**config.mk**
```make
export PLATFORM = sky130hd
export DESIGN_NAME = alu_exec_flat
export DESIGN_NICKNAME = d
export VERILOG_FILES = /design/src/rtl/alu_exec_if.sv /design/src/rtl/alu_exec.sv /design/src/flat_wrapper.sv
export SDC_FILE = /design/constraint.sdc
export NUM_CORES = 1
export LEC_CHECK = 0
export ABC_AREA = 1
export ABC_CLOCK_PERIOD_IN_PS = 4000
export BUFFER_PORTS_ARGS = -buffer_cell sky130_fd_sc_hd__buf_4
export CORE_AREA = 2 2 116 118
export CTS_CLUSTER_SIZE = 28
export DETAILED_ROUTE_END_ITERATION = 12
export DIE_AREA = 0 0 118 120
export MAX_ROUTING_LAYER = met4
export PLACE_DENSITY = 0.83
export RECOVER_POWER = 100
export SYNTH_ARGS = -nofsm -noshare
export SYNTH_HDL_FRONTEND = slang
export SYNTH_SLANG_ARGS = --single-unit
```
**constraint.sdc**
```tcl
create_clock -name clk -period 4 [get_ports clk]
set_input_delay 0.8 -clock clk [delete_from_list [all_inputs] [get_ports clk]]
set_output_delay 0.8 -clock clk [all_outputs]
set_load 0.05 [all_outputs]
```
**src/rtl/alu_exec_if.sv**
```systemverilog
// alu_exec_if: request/response bundle for the execute-stage ALU.
// master = requester/consumer side, slave = the ALU itself.
interface alu_exec_if #(
  parameter int WIDTH = 32,
  parameter int SHW   = 5
);
  logic             in_valid;
  logic             in_ready;
  logic [3:0]       alu_op;
  logic [WIDTH-1:0] a;
  logic [WIDTH-1:0] b;
  logic [SHW-1:0]   shamt;
  logic             out_valid;
  logic             out_ready;
  logic [WIDTH-1:0] result;
  logic             zero;
  logic             op_err;
  logic             ovf;

  modport master (
    output in_valid, alu_op, a, b, shamt,
    output out_ready,
    input  in_ready, out_valid, result,
    input  zero, op_err, ovf
  );

  modport slave (
    input  in_valid, alu_op, a, b, shamt,
    input  out_ready,
    output in_ready, out_valid, result,
    output zero, op_err, ovf
  );
endinterface

```
**src/rtl/alu_exec.sv**
```systemverilog
// alu_exec: execute-stage ALU, one-cycle arith/logic, bit-serial shifts.
// Define ALU_EXEC_OVF_EN to enable the signed-overflow flag on add/sub.
module alu_exec #(
  parameter int WIDTH = 32,
  parameter int SHW   = 5
) (
  input logic       clk,
  input logic       rst,
  alu_exec_if.slave bus
);
  typedef enum logic [1:0] {IDLE, SHIFT, DONE} state_t;
  typedef enum logic [1:0] {SH_LL, SH_RL, SH_RA} sh_t;

  state_t           state;
  sh_t              sh_kind;
  logic [SHW-1:0]   cnt;
  logic [WIDTH-1:0] res_q;
  logic             zero_q;
  logic             err_q;
  logic             vld_q;

  logic is_add, is_sub, is_and, is_or, is_xor;
  logic is_sll, is_srl, is_sra, is_jr;

  assign is_add = (bus.alu_op == 4'b1110);
  assign is_sub = (bus.alu_op == 4'b0100);
  assign is_and = (bus.alu_op == 4'b0010);
  assign is_or  = (bus.alu_op == 4'b0011);
  assign is_xor = (bus.alu_op == 4'b0111);
  assign is_sll = (bus.alu_op == 4'b1010);
  assign is_srl = (bus.alu_op == 4'b1000);
  assign is_sra = (bus.alu_op == 4'b1001);
  assign is_jr  = (bus.alu_op == 4'b1100);

  logic [WIDTH-1:0] sum;
  logic [WIDTH-1:0] diff;

  assign sum  = bus.a + bus.b;
  assign diff = bus.a - bus.b;

  logic [WIDTH-1:0] op_res;
  logic             op_shift;
  logic             op_bad;
  sh_t              op_kind;

  // decode the request into a one-cycle result or a shift setup
  always_comb begin
    op_res   = '0;
    op_shift = 1'b0;
    op_bad   = 1'b0;
    op_kind  = SH_LL;
    unique case (1'b1)
      is_add: op_res = sum;
      is_sub: op_res = diff;
      is_and: op_res = bus.a & bus.b;
      is_or:  op_res = bus.a | bus.b;
      is_xor: op_res = bus.a ^ bus.b;
      is_jr:  op_res = bus.a;
      is_sll: begin
        op_shift = 1'b1;
        op_kind  = SH_LL;
      end
      is_srl: begin
        op_shift = 1'b1;
        op_kind  = SH_RL;
      end
      is_sra: begin
        op_shift = 1'b1;
        op_kind  = SH_RA;
      end
      default: op_bad = 1'b1;
    endcase
  end

  logic [WIDTH-1:0] sh_next;

  // one-bit step of the in-flight shift
  always_comb begin
    sh_next = res_q << 1;
    case (sh_kind)
      SH_RL:   sh_next = res_q >> 1;
      SH_RA:   sh_next = {res_q[WIDTH-1], res_q[WIDTH-1:1]};
      default: sh_next = res_q << 1;
    endcase
  end

  // control FSM; result doubles as the shift register
  always_ff @(posedge clk or posedge rst) begin
    if (rst) begin
      state   <= IDLE;
      sh_kind <= SH_LL;
      cnt     <= '0;
      res_q   <= '0;
      zero_q  <= 1'b1;
      err_q   <= 1'b0;
      vld_q   <= 1'b0;
    end else begin
      unique case (state)
        IDLE: begin
          if (bus.in_valid) begin
            err_q   <= op_bad;
            sh_kind <= op_kind;
            if (op_shift) begin
              res_q  <= bus.b;
              zero_q <= (bus.b == '0);
              cnt    <= bus.shamt;
              if (bus.shamt == '0) begin
                state <= DONE;
                vld_q <= 1'b1;
              end else begin
                state <= SHIFT;
              end
            end else begin
              res_q  <= op_res;
              zero_q <= (op_res == '0);
              state  <= DONE;
              vld_q  <= 1'b1;
            end
          end
        end
        SHIFT: begin
          res_q  <= sh_next;
          zero_q <= (sh_next == '0);
          cnt    <= cnt - SHW'(1);
          if (cnt == SHW'(1)) begin
            state <= DONE;
            vld_q <= 1'b1;
          end
        end
        DONE: begin
          if (bus.out_ready) begin
            state <= IDLE;
            vld_q <= 1'b0;
          end
        end
        default: state <= IDLE;
      endcase
    end
  end

`ifdef ALU_EXEC_OVF_EN
  logic op_ovf;
  logic ovf_q;

  // signed overflow: operand signs vs. result sign
  always_comb begin
    op_ovf = 1'b0;
    if (is_add) begin
      op_ovf = (bus.a[WIDTH-1] == bus.b[WIDTH-1]) &&
               (sum[WIDTH-1] != bus.a[WIDTH-1]);
    end else if (is_sub) begin
      op_ovf = (bus.a[WIDTH-1] != bus.b[WIDTH-1]) &&
               (diff[WIDTH-1] != bus.a[WIDTH-1]);
    end
  end

  // overflow flag captured on the accept edge, held through DONE
  always_ff @(posedge clk or posedge rst) begin
    if (rst) begin
      ovf_q <= 1'b0;
    end else if (state == IDLE && bus.in_valid) begin
      ovf_q <= op_ovf;
    end
  end

  assign bus.ovf = ovf_q;
`else
  assign bus.ovf = 1'b0;
`endif

  assign bus.in_ready  = (state == IDLE);
  assign bus.out_valid = vld_q;
  assign bus.result    = res_q;
  assign bus.zero      = zero_q;
  assign bus.op_err    = err_q;
endmodule

```
**src/flat_wrapper.sv**
```systemverilog
// flat-port wrapper written by rule: the top's interface ports become plain ports
module alu_exec_flat 
#(
  parameter int WIDTH = 32,
  parameter int SHW   = 5
)
  (clk, rst, bus_in_valid, bus_alu_op, bus_a, bus_b, bus_shamt, bus_out_ready, bus_in_ready, bus_out_valid, bus_result, bus_zero, bus_op_err, bus_ovf);
  alu_exec_if #(.WIDTH(WIDTH), .SHW(SHW)) bus_i ();
  input logic clk;
  input logic rst;
  input wire logic [$bits(bus_i.in_valid)-1:0] bus_in_valid;
  input wire logic [$bits(bus_i.alu_op)-1:0] bus_alu_op;
  input wire logic [$bits(bus_i.a)-1:0] bus_a;
  input wire logic [$bits(bus_i.b)-1:0] bus_b;
  input wire logic [$bits(bus_i.shamt)-1:0] bus_shamt;
  input wire logic [$bits(bus_i.out_ready)-1:0] bus_out_ready;
  output wire logic [$bits(bus_i.in_ready)-1:0] bus_in_ready;
  output wire logic [$bits(bus_i.out_valid)-1:0] bus_out_valid;
  output wire logic [$bits(bus_i.result)-1:0] bus_result;
  output wire logic [$bits(bus_i.zero)-1:0] bus_zero;
  output wire logic [$bits(bus_i.op_err)-1:0] bus_op_err;
  output wire logic [$bits(bus_i.ovf)-1:0] bus_ovf;
  assign bus_i.in_valid = bus_in_valid;
  assign bus_i.alu_op = bus_alu_op;
  assign bus_i.a = bus_a;
  assign bus_i.b = bus_b;
  assign bus_i.shamt = bus_shamt;
  assign bus_i.out_ready = bus_out_ready;
  assign bus_in_ready = bus_i.in_ready;
  assign bus_out_valid = bus_i.out_valid;
  assign bus_result = bus_i.result;
  assign bus_zero = bus_i.zero;
  assign bus_op_err = bus_i.op_err;
  assign bus_ovf = bus_i.ovf;
  alu_exec #(.WIDTH(WIDTH), .SHW(SHW)) u_core (.clk(clk), .rst(rst), .bus(bus_i));
endmodule
```
## Word-level counts from Yosys, hierarchy flattened

Index checks and enable logic that the tools add are counted.

- Multiplexer cells: 26
- Bitwise logic cells: 3
- Reductions and logical operators: 14
- Add/sub/neg operators: 3
- Eq/ne operators: 19

Operator list:

| kind | count |
|---|---|
| 32-bit one-hot mux with 6 select lines | 1 |
| 32-bit one-hot mux with 2 select lines | 2 |
| 32-bit logical NOT | 3 |
| 32-bit two-way mux | 2 |
| 32-bit adder | 1 |
| 32-bit bitwise AND | 1 |
| 32-bit bitwise OR | 1 |
| 32-bit subtractor | 1 |
| 32-bit XOR | 1 |
| 4-bit equality test, second input constant | 5 |
| 2-bit two-way mux | 5 |
| 5-bit two-way mux | 2 |
| 5-bit one-hot mux with 2 select lines | 1 |
| 1-bit two-way mux | 9 |
| 9-bit OR reduction | 1 |
| 4-bit by 2-bit equality test with 1-bit output, second input constant | 2 |
| 4-bit by 3-bit equality test with 1-bit output, second input constant | 2 |
| 2-bit one-hot mux with 3 select lines | 1 |
| 3-bit AND reduction | 2 |
| 5-bit by 1-bit equality test with 1-bit output, second input constant | 1 |
| 5-bit logical NOT | 1 |
| 5-bit AND reduction | 1 |
| 5-bit by 1-bit subtractor with 5-bit output, second input constant | 1 |
| 2-bit by 1-bit equality test with 1-bit output, second input constant | 2 |
| other kinds (12) | 16 |

- Logic and storage cells: 72
- Flip-flop bits (word level): 44

## Logic depth before layout (Yosys ltp)

- Word-level depth: 6
- Gate-level depth with buffers: 31
- Gate-level depth less buffers: 31

## Worst setup path after synthesis

OpenSTA, ideal clock, no wires.

- Kind: input to register
- From: input port bus_b[1]
- To: register u_core.zero_q, in the netlist u_core.bus.zero
- Arrival: 3874 ps
- Slack: 58 ps
- Stages: 29
- Cells stage by stage: inv_1 -> ha_1 -> inv_1 -> nor3_2 -> nand4_1 -> nor3_2 -> nand2_1 -> nor3_2 -> nand2_1 -> nor3_2 -> a21oi_1 -> xor2_1 -> ha_1 -> nand2_1 -> nor2_1 -> nand2_1 -> nor3_1 -> nand2_1 -> nand2_1 -> nand2_1 -> nand3_1 -> nand2_1 -> nor2_1 -> nand2_1 -> nor2_1 -> nand3_1 -> nand2_1 -> nand2_1 -> a21oi_2

- Cells in the longest elaborated chain, start to end: 6
- Elaborated cells on any way between the ends: 11
- Those cells by class: 2 x add/sub; 4 x mux; 3 x bitwise; 2 x reduce/logical

RTL lines:

| what | RTL line | source |
|---|---|---|
| from (decl) | flat_wrapper.sv:14 | `input wire logic [$bits(bus_i.b)-1:0] bus_b;` |
| 32-bit subtractor (tied with other cells) | alu_exec.sv:39 | `assign diff = bus.a - bus.b;` |
| 32-bit one-hot mux with 6 select lines | alu_exec.sv:52 | `unique case (1'b1)` |
| 32-bit logical NOT | alu_exec.sv:115 | `zero_q <= (op_res == '0);` |
| 1-bit two-way mux (*) | alu_exec.sv:103 | `if (op_shift) begin` |
| 1-bit two-way mux (*) | alu_exec.sv:100 | `if (bus.in_valid) begin` |
| 1-bit one-hot mux with 2 select lines (*) | alu_exec.sv:98 | `unique case (state)` |
| to (signal assigned) | alu_exec.sv:105 | `zero_q <= (bus.b == '0);` |
| to (signal assigned) | alu_exec.sv:115 |  |
| to (signal assigned) | alu_exec.sv:123 | `zero_q <= (sh_next == '0);` |
| to (decl) | alu_exec.sv:18 | `logic zero_q;` |

Every way passes the cells marked *; elsewhere a longest branch is shown, timed or not. The select of a mux whose other input is x is not followed.
A chain may end at the register's enable or synchronous reset.

## Worst setup path in the final report

Ends and elaborated chain as after synthesis.

==> impl_metrics.py <==
metrics = {
    "worst_setup_path": {
        "cp-start-kind": "input port",
        "crit_start": "bus_b[1]",
        "cp.arrival_ns": 4.47,
        "slowest_delay_ns": 0.33,
        "end_kind": "flop",
        "required_ns": 4.22,
        "cpMaxStageDelayCell": "ha_1",
        "rr_startpoint": "u_core.sh_kind[0]$_DFFE_PP0P_",
        "path_max_fanout": 3,
        "crit_type": "input port to flop",
    },
    "placed_design": {
        "dp_hpwl_um": 22800,
        "place.gp.congestion": 1.09,
        "dpl_cell_area_mm2": 0.00991,
        "pre_cts_ws_ns": -0.667,
        "io_buffers": 112,
    },
    "timing": {
        "finalMaxSlewViolations": 45,
        "worst_pin_slew_ns": 2.33,
        "relSlewSlack_pct": -55.2,
        "whs_ns": 0.485,
        "fmax_mhz": 236,
        "finalCritPeriodShare_pct": 106,
        "period_minus_slack_ns": 4.25,
        "skew_ns": 0.00604,
        "setup_slack_ns": -0.245,
        "rsz0062_at_grt": "yes",
        "setup_violations": 8,
        "finalHoldViolCount": 0,
    },
    "global_route": {
        "grt_use_total_pct": 42.2,
        "grt_pass1_vias": 9466,
        "grt_max_degree": 49,
        "use_met3_pct": 4.13,
        "met2_usage_pct": 67.6,
        "grt_pass1_wl_um": 47200,
        "antenna_found_initial": 1,
        "grt_overflow": 0,
        "grt_busiest_layer": "met2",
        "use_met1_pct": 56.0,
    },
    "yosys": {
        "syn-mean-instance-area_um2": 5.89,
        "async_flop_share_pct": 100,
        "ys_ff_latch": 44,
        "synth_nets": 1577,
        "seq_area_frac_synth_pct": 13.4,
        "synth_simple_gate_area_share_pct": 35.4,
        "synth_edf_count": 0,
        "yosys_most_used_dff": "dfrtp_1",
        "synthMuxAreaShare_pct": 0,
        "synth_xor_xnor_area_share_pct": 3.30,
        "ys_types": 49,
        "syn_inst": 1396,
        "synth-compound-area-share_pct": 17.8,
        "synth_area_mm2": 0.00822,
        "synthAdderAreaFrac_pct": 15.9,
        "ys_warn_count": 0,
        "synth_top_family_by_area": "simple AND/OR/NAND/NOR gates",
    },
    "clock_network": {
        "root_buffer": "clkbuf_16",
        "clk_path_buf_depth": 2,
        "clk_pin_slew_ns": 0.06,
        "numCtsBuffers": 5,
        "htreeDepth": 2,
        "cts_num_sinks": 44,
        "cts_tree": "yes",
        "clk-insertion-delay-late_ns": 0.29,
    },
    "drt": {
        "dr.first_iter.drc_count": 1754,
        "num_vias": 10700,
        "drc": 0,
        "routed_wl_um": 30700,
        "via_per_inst": 5.97,
        "dr.pass1.iters": 6,
        "ant_nets": 0,
        "drt-wirelength-per-cell_um": 17.2,
    },
    "min_path": {
        "hold_start": "u_core.bus.out_valid$_DFFE_PP0P_",
        "hold_path.class": "flop to flop",
    },
    "finish": {
        "layout_common_cells": "nand2_1 (342), inv_1 (230), buf_4 (206), nor2_1 (96), ha_1 (96)",
        "fin_area_mm2": 0.0108,
        "final_core_util_pct": 82.9,
        "fin_nets": 1794,
        "synthToLayoutAreaGrowth_pct": 31.0,
        "layout-drive-gt1-share_pct": 23.4,
        "nFillCells": 937,
        "final_common_cell": "nand2_1",
    },
    "flow_run": {
        "drv_cap": 1,
    },
    "power_and_ir_drop": {
        "design_power_total_mw": 4.24,
        "power_leakage_nw": 5.79,
        "powerDensity_mw_per_mm2": 393,
        "ir_drop_v": 0.000249,
    },
    "floorplanning": {
        "initial_core_util_pct": 63.3,
        "fp-row-count": 42,
        "die_area_mm2": 0.0142,
        "io_pins": 114,
        "core_region_area_mm2": 0.0130,
        "die_w_um": 118,
        "die_h_um": 120,
    },
    "run_status": {
        "outcome": "finished with violations",
        "failed_checks": "capacitance limit, slew limit, setup timing",
    },
}
-- worst paths after layout --
check	slack (ns)	to	cells past startpoint
worst max-delay path	-0.25	u_core.bus.zero$_DFFE_PP1P_	32
worst min-delay path	0.49	u_core.bus.out_valid$_DFFE_PP0P_	2
worst max register to register	1.08	u_core.bus.zero$_DFFE_PP1P_	10
worst min register to register	0.49	u_core.bus.out_valid$_DFFE_PP0P_	2
max in group asynchronous	1.30	u_core.bus.result[19]$_DFFE_PP0P_	3
min in group asynchronous	1.37	u_core.bus.result[23]$_DFFE_PP0P_	3
-- worst max-delay path: cells and delay by family --
| kind | cells | cell delay (ns) |
|---|---|---|
| AOI/OAI and AO/OA | 2 | 0.22 |
| xor gates and xnor gates | 1 | 0.17 |
| adders and majority gates | 2 | 0.47 |
| buffers and inverters | 5 | 0.43 |
| and+or+nand+nor | 22 | 2.36 |
-- kinds of logic after synthesis --
| logic type | Yosys count |
|---|---|
| simple gates | 687 |
| buf+inv | 291 |
| compound gates | 238 |
| fa+ha+maj | 104 |
| flops | 44 |
| xor+xnor | 31 |
| other cells | 1 |
-- cell usage after synthesis, drive strengths merged (3+ instances only) --
| cell | n | area (um2) |
|---|---|---|
| a211oi | 13 | 113 |
| a21oi | 44 | 231 |
| a221oi | 14 | 129 |
| a31oi | 3 | 18.8 |
| buf | 19 | 136 |
| clkbuf | 27 | 101 |
| dfrtp | 43 | 1080 |
| ha | 103 | 1290 |
| inv | 243 | 912 |
| nand2 | 383 | 1460 |
| nand3 | 113 | 566 |
| nand3b | 9 | 67.6 |
| nand4 | 17 | 106 |
| nor2 | 129 | 502 |
| nor3 | 26 | 150 |
| nor4 | 7 | 43.8 |
| o211ai | 12 | 90.1 |
| o21ai | 109 | 546 |
| o221ai | 12 | 105 |
| o22ai | 10 | 62.6 |
| o311ai | 3 | 26.3 |
| o31ai | 4 | 30.0 |
| or2 | 3 | 18.8 |
| xor2 | 31 | 272 |
-- metrics by stage --
step / setup TNS (ns) / cells
after detailed placement: -5.65 / 1752
after CTS: -0.303 / 1780
after global routing: -3.61 / 1791
after floorplan: 0 / 1396
final: -0.906 / 1791
after global placement: -3.66 / 1752
-- timing repair --
| action | CTS | global route |
|---|---|---|
| endpoints found under the setup margin | 11 | 25 |
| resized for setup | 38 | 136 |
| hold buffers | 0 | 0 |
| buffers inserted | 21 | 11 |
| pin swaps | 20 | 38 |
-- cell type report --
type	count	area [um2]	share of cell area, %
Tap cell	176	220	2.05
Timing Repair Buffer	256	1830	17.0
Sequential cell	44	1100	10.2
Clock inverter	3	42.5	0.395
Multi-Input combinational cell	1061	6510	60.5
Clock buffer	5	125	1.16
Antenna cell	1	2.50	0.0232
Inverter	245	927	8.61
-- routing by layer --
metal / part of all wire, % / wire [um]
met5: 0 / 0
met4: 3.6 / 1110
met3: 12 / 3600
met2: 45 / 13800
met1: 40 / 12200
-- sequential cells by signal, summed over array words and instances, names as in the netlist --
signal,flops
u_core.bus.op_err,1
u_core.bus.out_valid,1
u_core.bus.result,32
u_core.bus.zero,1
u_core.cnt,5
u_core.sh_kind,2
u_core.state,2
-- where the power goes --
part | total (mW) | switching, mW | internal [mW]
clock network | 0.462 | 0.168 | 0.293
registers | 0.801 | 0.158 | 0.642
logic | 2.97 | 2.10 | 0.875
No activity file was read; power rests on OpenSTA's default activity.
